`config.mk`:
```
export PLATFORM = sky130hd
export DESIGN_NAME = picmicro_instr_sequencer
export DESIGN_NICKNAME = d
export VERILOG_FILES = /design/src/rtl/picmicro_instr_sequencer_pkg.sv /design/src/rtl/picmicro_call_stack.sv /design/src/rtl/picmicro_instr_sequencer.sv
export SDC_FILE = /design/constraint.sdc
export NUM_CORES = 1
export LEC_CHECK = 0
export ABC_AREA = 1
export ABC_CLOCK_PERIOD_IN_PS = 2400
export BUFFER_PORTS_ARGS = -buffer_cell sky130_fd_sc_hd__buf_2
export CAP_MARGIN = 40
export CORE_MARGIN = 2
export CORE_UTILIZATION = 40
export CTS_CLUSTER_DIAMETER = 80
export DETAILED_ROUTE_END_ITERATION = 7
export PLACE_DENSITY = 0.61
export SLEW_MARGIN = 10
export SYNTH_ARGS = -nofsm -noshare
export SYNTH_HDL_FRONTEND = slang
export SYNTH_HIERARCHICAL = 1
export SYNTH_SLANG_ARGS = --single-unit
```
`constraint.sdc`:
```
create_clock -name clk -period 2.4 [get_ports clk]
set_input_delay 0.48 -clock clk [delete_from_list [all_inputs] [get_ports clk]]
set_output_delay 0.48 -clock clk [all_outputs]
set_load 0.01 [all_outputs]
```
`src/rtl/picmicro_instr_sequencer_pkg.sv`:
```
// Shared definitions for the midrange fetch/sequencing engine: Q-phase encoding,
// default vectors and the commit-edge action codes.
package picmicro_instr_sequencer_pkg;

   typedef enum logic [1:0] {
      Q1 = 2'd0,
      Q2 = 2'd1,
      Q3 = 2'd2,
      Q4 = 2'd3
   } q_phase_t;

   localparam int DEFAULT_RESET_VECTOR = 0;
   localparam int DEFAULT_INT_VECTOR   = 4;

   // What the PC does at a commit edge; listed in decreasing priority after ACT_INC.
   typedef enum logic [2:0] {
      ACT_INC    = 3'd0,
      ACT_RETURN = 3'd1,
      ACT_CALL   = 3'd2,
      ACT_GOTO   = 3'd3,
      ACT_PCL    = 3'd4,
      ACT_SKIP   = 3'd5,
      ACT_INT    = 3'd6
   } pc_action_t;

endpackage

```
`src/rtl/picmicro_call_stack.sv`:
```
// Circular hardware call stack: overwrites the oldest entry when full, wraps on
// pop when empty, and records both events in sticky flags.
module picmicro_call_stack #(
   parameter int DEPTH = 8,
   parameter int WIDTH = 13,
   localparam int SP_W = $clog2(DEPTH)
) (
   input  logic             clk,
   input  logic             rst,
   input  logic             push,
   input  logic             pop,
   input  logic [WIDTH-1:0] data_in,
   output logic [WIDTH-1:0] data_out,
   output logic [SP_W-1:0]  sp,
   output logic             overflow,
   output logic             underflow
);

   localparam logic [SP_W-1:0] SP_ONE = SP_W'(1);
   localparam logic [SP_W:0]   CNT_ONE = (SP_W + 1)'(1);
   localparam logic [SP_W:0]   FULL = (SP_W + 1)'(DEPTH);

   logic [WIDTH-1:0] mem [DEPTH];
   logic [SP_W:0]    count;
   logic [SP_W-1:0]  sp_dec;

   assign sp_dec   = sp - SP_ONE;
   assign data_out = mem[sp_dec];

   // Contents survive reset; only the pointer, count and flags are cleared.
   always_ff @(posedge clk) begin
      if (push && !rst) begin
         mem[sp] <= data_in;
      end
   end

   always_ff @(posedge clk) begin
      if (rst) begin
         sp        <= '0;
         count     <= '0;
         overflow  <= 1'b0;
         underflow <= 1'b0;
      end else if (push) begin
         sp <= sp + SP_ONE;
         if (count == FULL) begin
            overflow <= 1'b1;
         end else begin
            count <= count + CNT_ONE;
         end
      end else if (pop) begin
         sp <= sp_dec;
         if (count == '0) begin
            underflow <= 1'b1;
         end else begin
            count <= count - CNT_ONE;
         end
      end
   end

endmodule

```
`src/rtl/picmicro_instr_sequencer.sv`:
```
// Q-phase generator, program counter and redirect/flush control for the
// midrange core; the decoder's control inputs are acted on only at the Q4 edge.
module picmicro_instr_sequencer
   import picmicro_instr_sequencer_pkg::*;
#(
   parameter int PC_WIDTH     = 13,
   parameter int TGT_WIDTH    = 11,
   parameter int STACK_DEPTH  = 8,
   parameter int RESET_VECTOR = DEFAULT_RESET_VECTOR,
   parameter int INT_VECTOR   = DEFAULT_INT_VECTOR,
   localparam int SP_W        = $clog2(STACK_DEPTH),
   localparam int PCLATH_W    = PC_WIDTH - 8
) (
   input  logic                 clk,
   input  logic                 rst,
   output logic [1:0]           q_phase,
   output logic                 instr_rd_en,
   output logic [PC_WIDTH-1:0]  pc_out,
   output logic                 flush,
   input  logic                 op_goto,
   input  logic                 op_call,
   input  logic                 op_return,
   input  logic                 op_skip,
   input  logic [TGT_WIDTH-1:0] target,
   input  logic [PCLATH_W-1:0]  pclath_in,
   input  logic                 pcl_wr_en,
   input  logic [7:0]           pcl_in,
   input  logic                 int_req,
   output logic                 int_ack,
   output logic [SP_W-1:0]      stack_ptr,
   output logic                 stack_overflow,
   output logic                 stack_underflow
);

   localparam logic [PC_WIDTH-1:0] PC_ONE   = PC_WIDTH'(1);
   localparam logic [PC_WIDTH-1:0] PC_RESET = PC_WIDTH'(RESET_VECTOR);
   localparam logic [PC_WIDTH-1:0] PC_INT   = PC_WIDTH'(INT_VECTOR);

   q_phase_t            q_state, q_next;
   pc_action_t          action;
   logic [PC_WIDTH-1:0] pc, pc_next, pc_inc, branch_target, stack_top;
   logic                flush_next, commit, push, pop;

   assign q_phase     = q_state;
   assign instr_rd_en = (q_state == Q4);
   assign pc_out      = pc;
   assign commit      = (q_state == Q4);
   assign pc_inc      = pc + PC_ONE;
   // GOTO/CALL literals only reach the low TGT_WIDTH bits; PCLATH supplies the page.
   assign branch_target = {pclath_in[PCLATH_W-1:TGT_WIDTH-8], target};
   assign push        = (action == ACT_CALL) || (action == ACT_INT);
   assign pop         = (action == ACT_RETURN);

   always_ff @(posedge clk) begin
      if (rst) begin
         q_state <= Q1;
         pc      <= PC_RESET;
         flush   <= 1'b1;
         int_ack <= 1'b0;
      end else begin
         q_state <= q_next;
         pc      <= pc_next;
         flush   <= flush_next;
         int_ack <= (action == ACT_INT);
      end
   end

   always_comb begin
      q_next = Q1;
      case (q_state)
         Q1:      q_next = Q2;
         Q2:      q_next = Q3;
         Q3:      q_next = Q4;
         default: q_next = Q1;
      endcase
   end

   // A flushed instruction never redirects, so an interrupt waits for the next real one.
   always_comb begin
      action = ACT_INC;
      if (commit && !flush) begin
         if (op_return)      action = ACT_RETURN;
         else if (op_call)   action = ACT_CALL;
         else if (op_goto)   action = ACT_GOTO;
         else if (pcl_wr_en) action = ACT_PCL;
         else if (op_skip)   action = ACT_SKIP;
         else if (int_req)   action = ACT_INT;
      end
   end

   always_comb begin
      pc_next    = pc;
      flush_next = flush;
      if (commit) begin
         flush_next = (action != ACT_INC);
         case (action)
            ACT_RETURN:       pc_next = stack_top;
            ACT_CALL,
            ACT_GOTO:         pc_next = branch_target;
            ACT_PCL:          pc_next = {pclath_in, pcl_in};
            ACT_INT:          pc_next = PC_INT;
            default:          pc_next = pc_inc;
         endcase
      end
   end

   picmicro_call_stack #(
      .DEPTH (STACK_DEPTH),
      .WIDTH (PC_WIDTH)
   ) u_call_stack (
      .clk       (clk),
      .rst       (rst),
      .push      (push),
      .pop       (pop),
      .data_in   (pc),
      .data_out  (stack_top),
      .sp        (stack_ptr),
      .overflow  (stack_overflow),
      .underflow (stack_underflow)
   );

endmodule

```
==> results of run 1 <==
cells by family (layout without fill, tap and decap cells):
family | count (synthesis) | count (layout) | share of synthesized area [%]
DFF | 130 | 130 | 58.5
xor gates and xnor gates | 7 | 7 | 1.11
buffers and inverters | 83 | 175 | 5.83
adders and majority gates | 9 | 9 | 1.93
AOI/OAI and AO/OA | 99 | 99 | 8.34
and+or+nand+nor | 351 | 351 | 24.2
sequential cells by signal (all words and copies together) (netlist names):
name,cells
q_phase,2
u_call_stack/count,4
pc_out,13
flush,1
u_call_stack/mem,104
u_call_stack/sp,3
u_call_stack/underflow,1
int_ack,1
u_call_stack/overflow,1
cell usage in the layout, fill, tap and decap left out, drive strengths merged:
master	Yosys	layout
nand2	168	168
nor2	124	124
edfxtp	104	104
buf	18	86
o21ai	84	84
inv	56	57
nand3	35	35
clkbuf	8	27
dfxtp	26	26
nand4	19	19
a21oi	9	9
ha	8	8
xor2	4	4
clkinv	1	4
xnor2	3	3
a31oi	3	3
o21a	2	2
nand3b	2	2
nor3	2	2
a32oi	1	1
bufinv	0	1
or2	1	1
fa	1	1
critical path, delay by kind of cell, from the launching register on:
kind / cells / cell delay (ns)
simple gates: 5 / 0.47
compound gates: 3 / 0.47
flops: 1 / 0.43
buf+inv: 3 / 0.38
fa+ha+maj: 1 / 0.33
layer usage:
| metal | global-route usage [%] | vias up | part of all wire [%] |
|---|---|---|---|
| met2 | 32.7 | 195 | 46 |
| met3 | 4.37 | 38 | 6.1 |
| met4 | 9.97 | 0 | 3.4 |
| li1 | - | 2423 | - |
| met5 | 0 | - | 0 |
| met1 | 28.0 | 2370 | 44 |
final timing paths:
kind                                       from  slack (ns)                                  to
max reg2reg     u_call_stack/sp[1]$_SDFFE_PP0P_        0.20             pc_out[11]$_SDFFE_PP0N_
min reg2reg  u_call_stack/overflow$_SDFFE_PP0P_        0.46  u_call_stack/overflow$_SDFFE_PP0P_
min                                   pcl_in[0]        0.39              pc_out[0]$_SDFFE_PP0N_
max             u_call_stack/sp[1]$_SDFFE_PP0P_        0.20             pc_out[11]$_SDFFE_PP0N_
power by group through the flow:
| stage | clock [mW] | sequential (mW) | combinational (mW) |
|---|---|---|---|
| 6_report | 2.44 | 2.58 | 0.512 |
| 5_1_grt | 2.58 | 2.58 | 0.573 |
| 4_1_cts | 2.48 | 2.58 | 0.514 |
| 3_5_place_dp | 0 | 2.62 | 0.512 |
| 3_3_place_gp | 0 | 2.62 | 0.503 |
| 2_1_floorplan | 0 | 2.64 | 0.243 |
area by class of cell:
class	count	area share, %
sequential	130	49.1
multi-input combinational	466	30.0
timing repair buffer	86	7.15
clock buffer	27	6.93
tap	188	3.17
inverter	57	2.88
clock inverter	5	0.692
==> metrics, run 1 <==
clock power share=around 44%; clock tree root buffer cell=clkbuf_16; unique cell type count in the Yosys netlist=37; GP Congestion=0.901; CP max stage cell=dfxtp_1; Fillers=between 1000 and 1500; endpoints failing setup=0; Layout Utilization=48.8%; NetSw=1.28 mW; Avg Cell Area, Syn=about 9 sq um; Worst Tran Pin Value=0.607 ns; TritonCTS clock tree=yes; Slew HR=59.4%; Area Overhead vs Synth=19.2%; share of the synthesized area in the top cell type=50.2%; Register Area=0.00364 sq mm; Hold WS=0.390 ns; Int Power=4.25 mW; final setup margin=0.205 ns; initial core utilization=just over 40%; VDD IR max=around 530 uV; CP cell instances=inv_1 > ha_1 > buf_12 > nor2_1 > o21ai_0 > o21ai_0 > nand2_1 > nand2_1 > a21oi_1 > nand3_1 > nand2_1 > inv_1; Num CTS Buffers=17; vias in the first global route=between 4000 and 5000; core area=approximately 0.015 sq mm; clock-pin slew on the worst setup and hold paths=0.05 ns; footprint of the multi-input gates=around 0.0022 sq mm; post-layout min period=2.20 ns; die area=0.0166 sq mm; largest net degree at the start of global routing=58; first-pass GRT wire length=25.9 mm; ys flop type=edfxtp_1; Inst Count DP=between 900 and 1000; Iter 0 DRT Violations=around 380; Pwr Density=about 750 mW/mm^2; worst path arrival time=~2.5 ns; final hold violation count=0; Hold WC Path Type=input pin to register; Setup Buffers After CTS=0; drt wl/cell=roughly 17 microns; Flop pwr share=about 47%; hold depth=5; I/O pins=55; cell mode on critical path=nand2_1; WP data required=2.71 ns; unrepaired setup endpoints after global routing=false; via/cell ratio=5.24; via count=5026; gr ovfl total=0; Clock Skew=0.0110 ns; Routed WL=16.3 mm; crit path max fanout=54; Max Freq=456 MHz; Placement Setup Slack=0.119 ns; worst r2r path cells=12; Worst setup EP type=register; DRT Pass-1 Iters=5; sequential share of the synthesized area=58.5%; P_leak=3.17 nW; EDFF count, synth=about 100; total of max-cap violations=0; Synth Instances=679; Synth async-reset ratio=0%; Setup CP Type=register to register; clock sinks=130; H-tree depth=4; Site Rows=45; Switching Fraction=23.1%; TNS Setup=0 ns; initial antenna violation count=0; fin crit share=91.5%; Die Wd=129 microns; post-detail-place hpwl=11.1 mm; Routed Antenna Nets=0; outcome=completed; GRT Overall Usage=between 20% and 30%; fin area=0.00742 sq mm; Tot Pwr=between 5 and 6 mW; Max stage delay on crit path=roughly 0.43 ns; maximum clock insertion buffer count=2; FF+latch count, synth=130; Synth area leader=edfxtp_1; final std cells w/o fill=959; nets=799; Die Ht=129 microns; Hold Buf Count CTS=0; cell with the most instances after synthesis=nand2_1; # DRC=0; yosys warns=6; Syn Nets=720; DP Area=0.00683 sq mm; worst skew pair latency=between 0.4 and 0.5 ns; combinational group share of total power=9.3%; diodes inserted=0; layout cells sized above 1=18.2%; post-CTS resize count=0; Syn Std Cell Area=0.00622 sq mm; max-slew violations=0; commonest cells in the synthesized netlist=nand2_1, nor2_1, edfxtp_1; Worst Setup Start Kind=register; # port buffers=between 50 and 60; Area contributors post-synth=edfxtp_1, nand2_1, dfxtp_1, nor2_1, o21ai_0
(Power assumes the default switching activity.)
==> run 2: changes to the inputs <==
--- a/config.mk
+++ b/config.mk
@@ -6,14 +6,14 @@
 export NUM_CORES = 1
 export LEC_CHECK = 0
 export ABC_AREA = 1
-export ABC_CLOCK_PERIOD_IN_PS = 2400
+export ABC_CLOCK_PERIOD_IN_PS = 2320
 export BUFFER_PORTS_ARGS = -buffer_cell sky130_fd_sc_hd__buf_2
 export CAP_MARGIN = 40
 export CORE_MARGIN = 2
 export CORE_UTILIZATION = 40
 export CTS_CLUSTER_DIAMETER = 80
 export DETAILED_ROUTE_END_ITERATION = 7
-export PLACE_DENSITY = 0.61
+export PLACE_DENSITY = 0.59
 export SLEW_MARGIN = 10
 export SYNTH_ARGS = -nofsm -noshare
 export SYNTH_HDL_FRONTEND = slang
==> constraint.sdc (replaced) <==
create_clock -name clk -period 2.32 [get_ports clk]
set_input_delay 0.464 -clock clk [delete_from_list [all_inputs] [get_ports clk]]
set_output_delay 0.464 -clock clk [all_outputs]
set_load 0.01 [all_outputs]
==> metrics, run 2 (synthesis gave the netlist of run 1 again) <==
fin area=0.00747 sq mm (was 0.00742 sq mm); crit path max fanout=13 (was 54); Site Rows=45 (unchanged); post-layout min period=2.15 ns (was 2.20 ns); clock tree root buffer cell=clkbuf_16 (unchanged); GRT Overall Usage=21.0% (was 20.9%); Worst Setup Start Kind=register (unchanged); maximum clock insertion buffer count=2 (unchanged); CP cell instances=ha_2 > nand2_4 > nor2_8 > nand3_1 > inv_1 > inv_1 > nor2_2 > nand2_1 > nor2_1 > buf_12 (was inv_1 > ha_1 > buf_12 > nor2_1 > o21ai_0 > o21ai_0 > nand2_1 > nand2_1 > a21oi_1 > nand3_1 > nand2_1 > inv_1); Worst setup EP type=register (unchanged); cell mode on critical path=inv_1 (was nand2_1); Routed WL=16.4 mm (was 16.3 mm); CP max stage cell=dfxtp_1 (unchanged); worst path arrival time=2.27 ns (was 2.51 ns); clock-pin slew on the worst setup and hold paths=0.06 ns (was 0.05 ns); Max Freq=466 MHz (was 456 MHz); layout cells sized above 1=18.7% (was 18.2%); Pwr Density=776 mW/mm^2 (was 746 mW/mm^2); most frequent cells in the layout=nand2_1, nor2_1, edfxtp_1 (unchanged); DP Area=0.00688 sq mm (was 0.00683 sq mm); die area=0.0166 sq mm (unchanged); Slew HR=52.5% (was 59.4%); nets=803 (was 799); final hold violation count=0 (unchanged); via/cell ratio=5.17 (was 5.24); post-detail-place hpwl=11.4 mm (was 11.1 mm); Hold WC Path Type=input pin to register (unchanged); Top reg by flops=u_call_stack/mem (unchanged); GP Congestion=0.844 (was 0.901); # port buffers=54 (unchanged); P_leak=3.18 nW (was 3.17 nW); WP data required=2.44 ns (was 2.71 ns); Num CTS Buffers=17 (unchanged); Setup CP Type=register to register (unchanged); Routed Antenna Nets=0 (unchanged); DRT Pass-1 Iters=5 (unchanged); TNS Setup=0 ns (unchanged); Layout Utilization=49.2% (was 48.8%); drt wl/cell=17.1 microns (was 17.0 microns); Register Area=0.00364 sq mm (unchanged); core area=0.0152 sq mm (unchanged); Fillers=1450 (was 1398); endpoints failing setup=0 (unchanged); initial antenna violation count=0 (unchanged); VDD IR max=539 uV (was 534 uV); largest net degree at the start of global routing=58 (unchanged); commonest non-fill, non-tap cell in the layout=nand2_1 (unchanged); I/O pins=55 (unchanged); diodes inserted=0 (unchanged); TritonCTS clock tree=yes (unchanged); gr ovfl total=0 (unchanged); clock sinks=130 (unchanged); footprint of the multi-input gates=0.00223 sq mm (about the same); Tot Pwr=5.80 mW (was 5.53 mW); Setup Buffers After CTS=0 (unchanged); fin crit share=92.5% (was 91.5%); first-pass GRT wire length=26.2 mm (was 25.9 mm); worst skew pair latency=0.41 ns (was 0.42 ns); outcome=completed (unchanged); Die Ht=129 microns (unchanged); initial core utilization=40.9% (unchanged); total of max-cap violations=0 (unchanged); Area Overhead vs Synth=20.1% (was 19.2%); Iter 0 DRT Violations=363 (was 378); Die Wd=129 microns (unchanged); cell family with most CP delay=simple AND/OR/NAND/NOR gates (unchanged); vias in the first global route=4949 (was 4855); via count=4976 (was 5026); CP Buf/Inv Count=3 (unchanged); Max stage delay on crit path=0.38 ns (was 0.43 ns); # DRC=0 (unchanged); Clock Skew=0.00641 ns (was 0.0110 ns); max-slew violations=0 (unchanged); Hold Buf Count CTS=0 (unchanged); post-CTS resize count=0 (unchanged); H-tree depth=4 (unchanged); max reg flops=104 (unchanged); Worst Tran Pin Value=0.710 ns (was 0.607 ns)
==> run 2: cell types whose count changed in the layout (fill, tap and decap cells not counted), moves of 3 or more <==
cell	change
clkbuf_8	-3
clkinv_1	+4
clkinvlp_4	+3
buf_4	+3
clkbuf_1	-4
==> run 2: stage by stage <==
step / cells / setup WS (ns) / hold WS (ns)
finish: 962 / 0.174 / 0.289
detailed placement: 931 / 0.0339 / 0.456
CTS: 962 / 0.0926 / 0.257
global placement: 931 / 0.0866 / 0.444
global route: 962 / -0.00415 / 0.277
floorplan: 679 / -0.162 / 0.488
==> run 2: final timing paths <==
| check | start | to | slack (ns) | depth (start not counted) |
|---|---|---|---|---|
| setup / recovery | q_phase[1]$_SDFF_PP0_ | u_call_stack/mem[3][10]$_DFFE_PP_ | 0.17 | 10 |
| hold / removal | rst | u_call_stack/sp[2]$_SDFFE_PP0P_ | 0.29 | 2 |
| setup reg to reg | q_phase[1]$_SDFF_PP0_ | u_call_stack/mem[3][10]$_DFFE_PP_ | 0.17 | 10 |
| hold reg to reg | u_call_stack/overflow$_SDFFE_PP0P_ | u_call_stack/overflow$_SDFFE_PP0P_ | 0.47 | 1 |
==> run 2: report_power, final <==
part	leakage [nW]	switching, mW	total (mW)	internal [mW]
logic	1.71	0.366	0.555	0.189
clock network	0.269	0.936	2.60	1.66
registers	1.20	0.0501	2.65	2.60
==> run 2: layer usage <==
layer / part of all wire [%] / track usage [%] / vias up
li1: - / - / 2435
met3: 5.7 / 4.95 / 20
met2: 48 / 33.5 / 160
met5: 0 / 0 / -
met4: 1.6 / 7.42 / 0
met1: 45 / 28.1 / 2361
==> run 2: area by class of cell <==
| cell class | instances | share of cell area [%] |
|---|---|---|
| multi-input combinational | 466 | 29.9 |
| clock inverter | 12 | 1.89 |
| clock buffer | 19 | 5.79 |
| sequential | 130 | 48.8 |
| tap | 188 | 3.15 |
| timing repair buffer | 90 | 7.67 |
| inverter | 57 | 2.86 |
==> run 3: changes to the inputs <==
--- a/config.mk
+++ b/config.mk
@@ -6,7 +6,7 @@
 export NUM_CORES = 1
 export LEC_CHECK = 0
 export ABC_AREA = 1
-export ABC_CLOCK_PERIOD_IN_PS = 2320
+export ABC_CLOCK_PERIOD_IN_PS = 2000
 export BUFFER_PORTS_ARGS = -buffer_cell sky130_fd_sc_hd__buf_2
 export CAP_MARGIN = 40
 export CORE_MARGIN = 2
==> constraint.sdc (replaced) <==
create_clock -name clk -period 2 [get_ports clk]
set_input_delay 0.4 -clock clk [delete_from_list [all_inputs] [get_ports clk]]
set_output_delay 0.4 -clock clk [all_outputs]
set_load 0.01 [all_outputs]
==> metrics, run 3 (synthesis gave the netlist of run 1 again) <==
maximum clock insertion buffer count=2 (unchanged); P_leak=3.25 nW (was 3.18 nW); final hold violation count=0 (unchanged); worst skew pair latency=0.42 ns (was 0.41 ns); Iter 0 DRT Violations=359 (was 363); Worst setup EP type=register (unchanged); CP max stage cell=dfxtp_2 (was dfxtp_1); Setup CP Type=register to register (unchanged); Worst Setup Start Kind=register (unchanged); WP data required=2.35 ns (was 2.44 ns); max reg flops=104 (unchanged); DRT Pass-1 Iters=4 (was 5); unrepaired setup endpoints after global routing=false; Routed Antenna Nets=0 (unchanged); most frequent cells in the layout=nand2_1, nor2_1, edfxtp_1 (unchanged); via count=5082 (was 4976); Hold WS=0.295 ns (was 0.289 ns); gr ovfl total=0 (unchanged); GRT Overall Usage=21.4% (was 21.0%); TritonCTS clock tree=yes (unchanged); clock sinks=130 (unchanged); Die Wd=129 microns (unchanged); GP Congestion=0.843 (was 0.844); clock tree root buffer cell=clkbuf_16 (unchanged); initial core utilization=40.9% (unchanged); first-pass GRT wire length=26.6 mm (was 26.2 mm); Max Freq=530 MHz (was 466 MHz); # DRC=0 (unchanged); Max stage delay on crit path=0.34 ns (was 0.38 ns); Die Ht=129 microns (unchanged); Site Rows=45 (unchanged); cell mode on critical path=nand2_1 (was inv_1); initial antenna violation count=0 (unchanged); hold path start=rst (unchanged); Top reg by flops=u_call_stack/mem (unchanged); vias in the first global route=4999 (was 4949); worst path arrival time=2.24 ns (was 2.27 ns); Routed WL=17.1 mm (was 16.4 mm); VDD IR max=504 uV (was 539 uV); die area=0.0166 sq mm (unchanged); # port buffers=54 (unchanged); Hold WC Path Type=input pin to register (unchanged); largest net degree at the start of global routing=58 (unchanged); core area=0.0152 sq mm (unchanged); R2R Path Start=u_call_stack/sp[0]$_SDFFE_PP0P_ (was q_phase[1]$_SDFF_PP0_); H-tree depth=4 (unchanged); Worst Tran Pin Value=0.436 ns (was 0.710 ns); endpoints failing setup=0 (unchanged); post-detail-place hpwl=11.9 mm (was 11.4 mm); Slew HR=70.9% (was 52.5%); Setup Buffers After CTS=0 (unchanged); crit path from=u_call_stack/sp[0]$_SDFFE_PP0P_ (was q_phase[1]$_SDFF_PP0_); drt wl/cell=17.6 microns (was 17.1 microns); final setup margin=0.113 ns (was 0.174 ns); clock-pin slew on the worst setup and hold paths=0.05 ns (was 0.06 ns); nets=814 (was 803); diodes inserted=0 (unchanged); CP cell instances=clkinv_2 > ha_4 > buf_12 > o21ai_0 > o21ai_0 > nand2_1 > nand2_1 > nand2_1 > nand3_1 > nor2_1 > nor2_1 (was ha_2 > nand2_4 > nor2_8 > nand3_1 > inv_1 > inv_1 > nor2_2 > nand2_1 > nor2_1 > buf_12); post-layout min period=1.89 ns (was 2.15 ns); layout cells sized above 1=21.6% (was 18.7%); via/cell ratio=5.23 (was 5.17); Num CTS Buffers=17 (unchanged); outcome=completed (unchanged); total of max-cap violations=0 (unchanged); Pwr Density=828 mW/mm^2 (was 776 mW/mm^2); max-slew violations=0 (unchanged); fin crit share=94.3% (was 92.5%); crit path max fanout=20 (was 13); I/O pins=55 (unchanged); Clock Skew=0.00889 ns (was 0.00641 ns); Area Overhead vs Synth=23.6% (was 20.1%); commonest non-fill, non-tap cell in the layout=nand2_1 (unchanged); Placement Setup Slack=-0.0155 ns (was 0.0339 ns)
==> run 3: stage by stage <==
stage               total power [mW]  std cells  setup TNS [ns]  area [sq um]  util [%]
floorplan                       3.48        679               0          6320         -
global placement                3.79        941               0          7140      47.0
detailed placement              3.81        941         -0.0235          7140      47.0
CTS                             6.40        970               0          7620      50.1
global route                    6.62        971               0          7690      50.6
finish                          6.37        971               0          7690      50.6
==> run 3: critical path, delay by kind of cell (launching register included) <==
family / cells / cell delay, ns
simple gates: 6 / 0.55
compound gates: 2 / 0.35
flops: 1 / 0.34
fa+ha+maj: 1 / 0.32
buf+inv: 2 / 0.25
==> run 3: worst paths after layout <==
path	to	slack (ns)	cells after the start
worst max-delay path	pc_out[10]$_SDFFE_PP0N_	0.11	11
worst min-delay path	q_phase[1]$_SDFF_PP0_	0.30	2
worst max register to register	pc_out[10]$_SDFFE_PP0N_	0.11	11
worst min register to register	u_call_stack/overflow$_SDFFE_PP0P_	0.51	1
==> run 3: power by group <==
group / switching, mW / internal, mW / leakage [nW]
combinational: 0.425 / 0.246 / 1.80
clock: 1.06 / 1.54 / 0.243
sequential: 0.0776 / 3.02 / 1.20
==> run 3: area by class of cell <==
type,count,area [sq um]
Clock buffer,21,440
Clock inverter,8,42.5
Fill cell,1408,7510
Inverter,57,218
Multi-Input combinational cell,466,2340
Sequential cell,130,3650
Tap cell,188,235
Timing Repair Buffer,101,764
==> run 3: routing by layer <==
metal / GRT usage, % / up-vias / routed length (microns)
met3: 5.32 / 27 / 1010
li1: - / 2460 / -
met4: 6.20 / 0 / 295
met1: 30.0 / 2411 / 8040
met5: 0 / - / 0
met2: 33.3 / 184 / 7730
==> run 3: timing repair <==
action | in CTS | in global routing
resized for setup | 0 | 20
endpoints found under the hold margin | 0 | 0
hold buffers | 0 | 0
endpoints found under the setup margin | 0 | 15
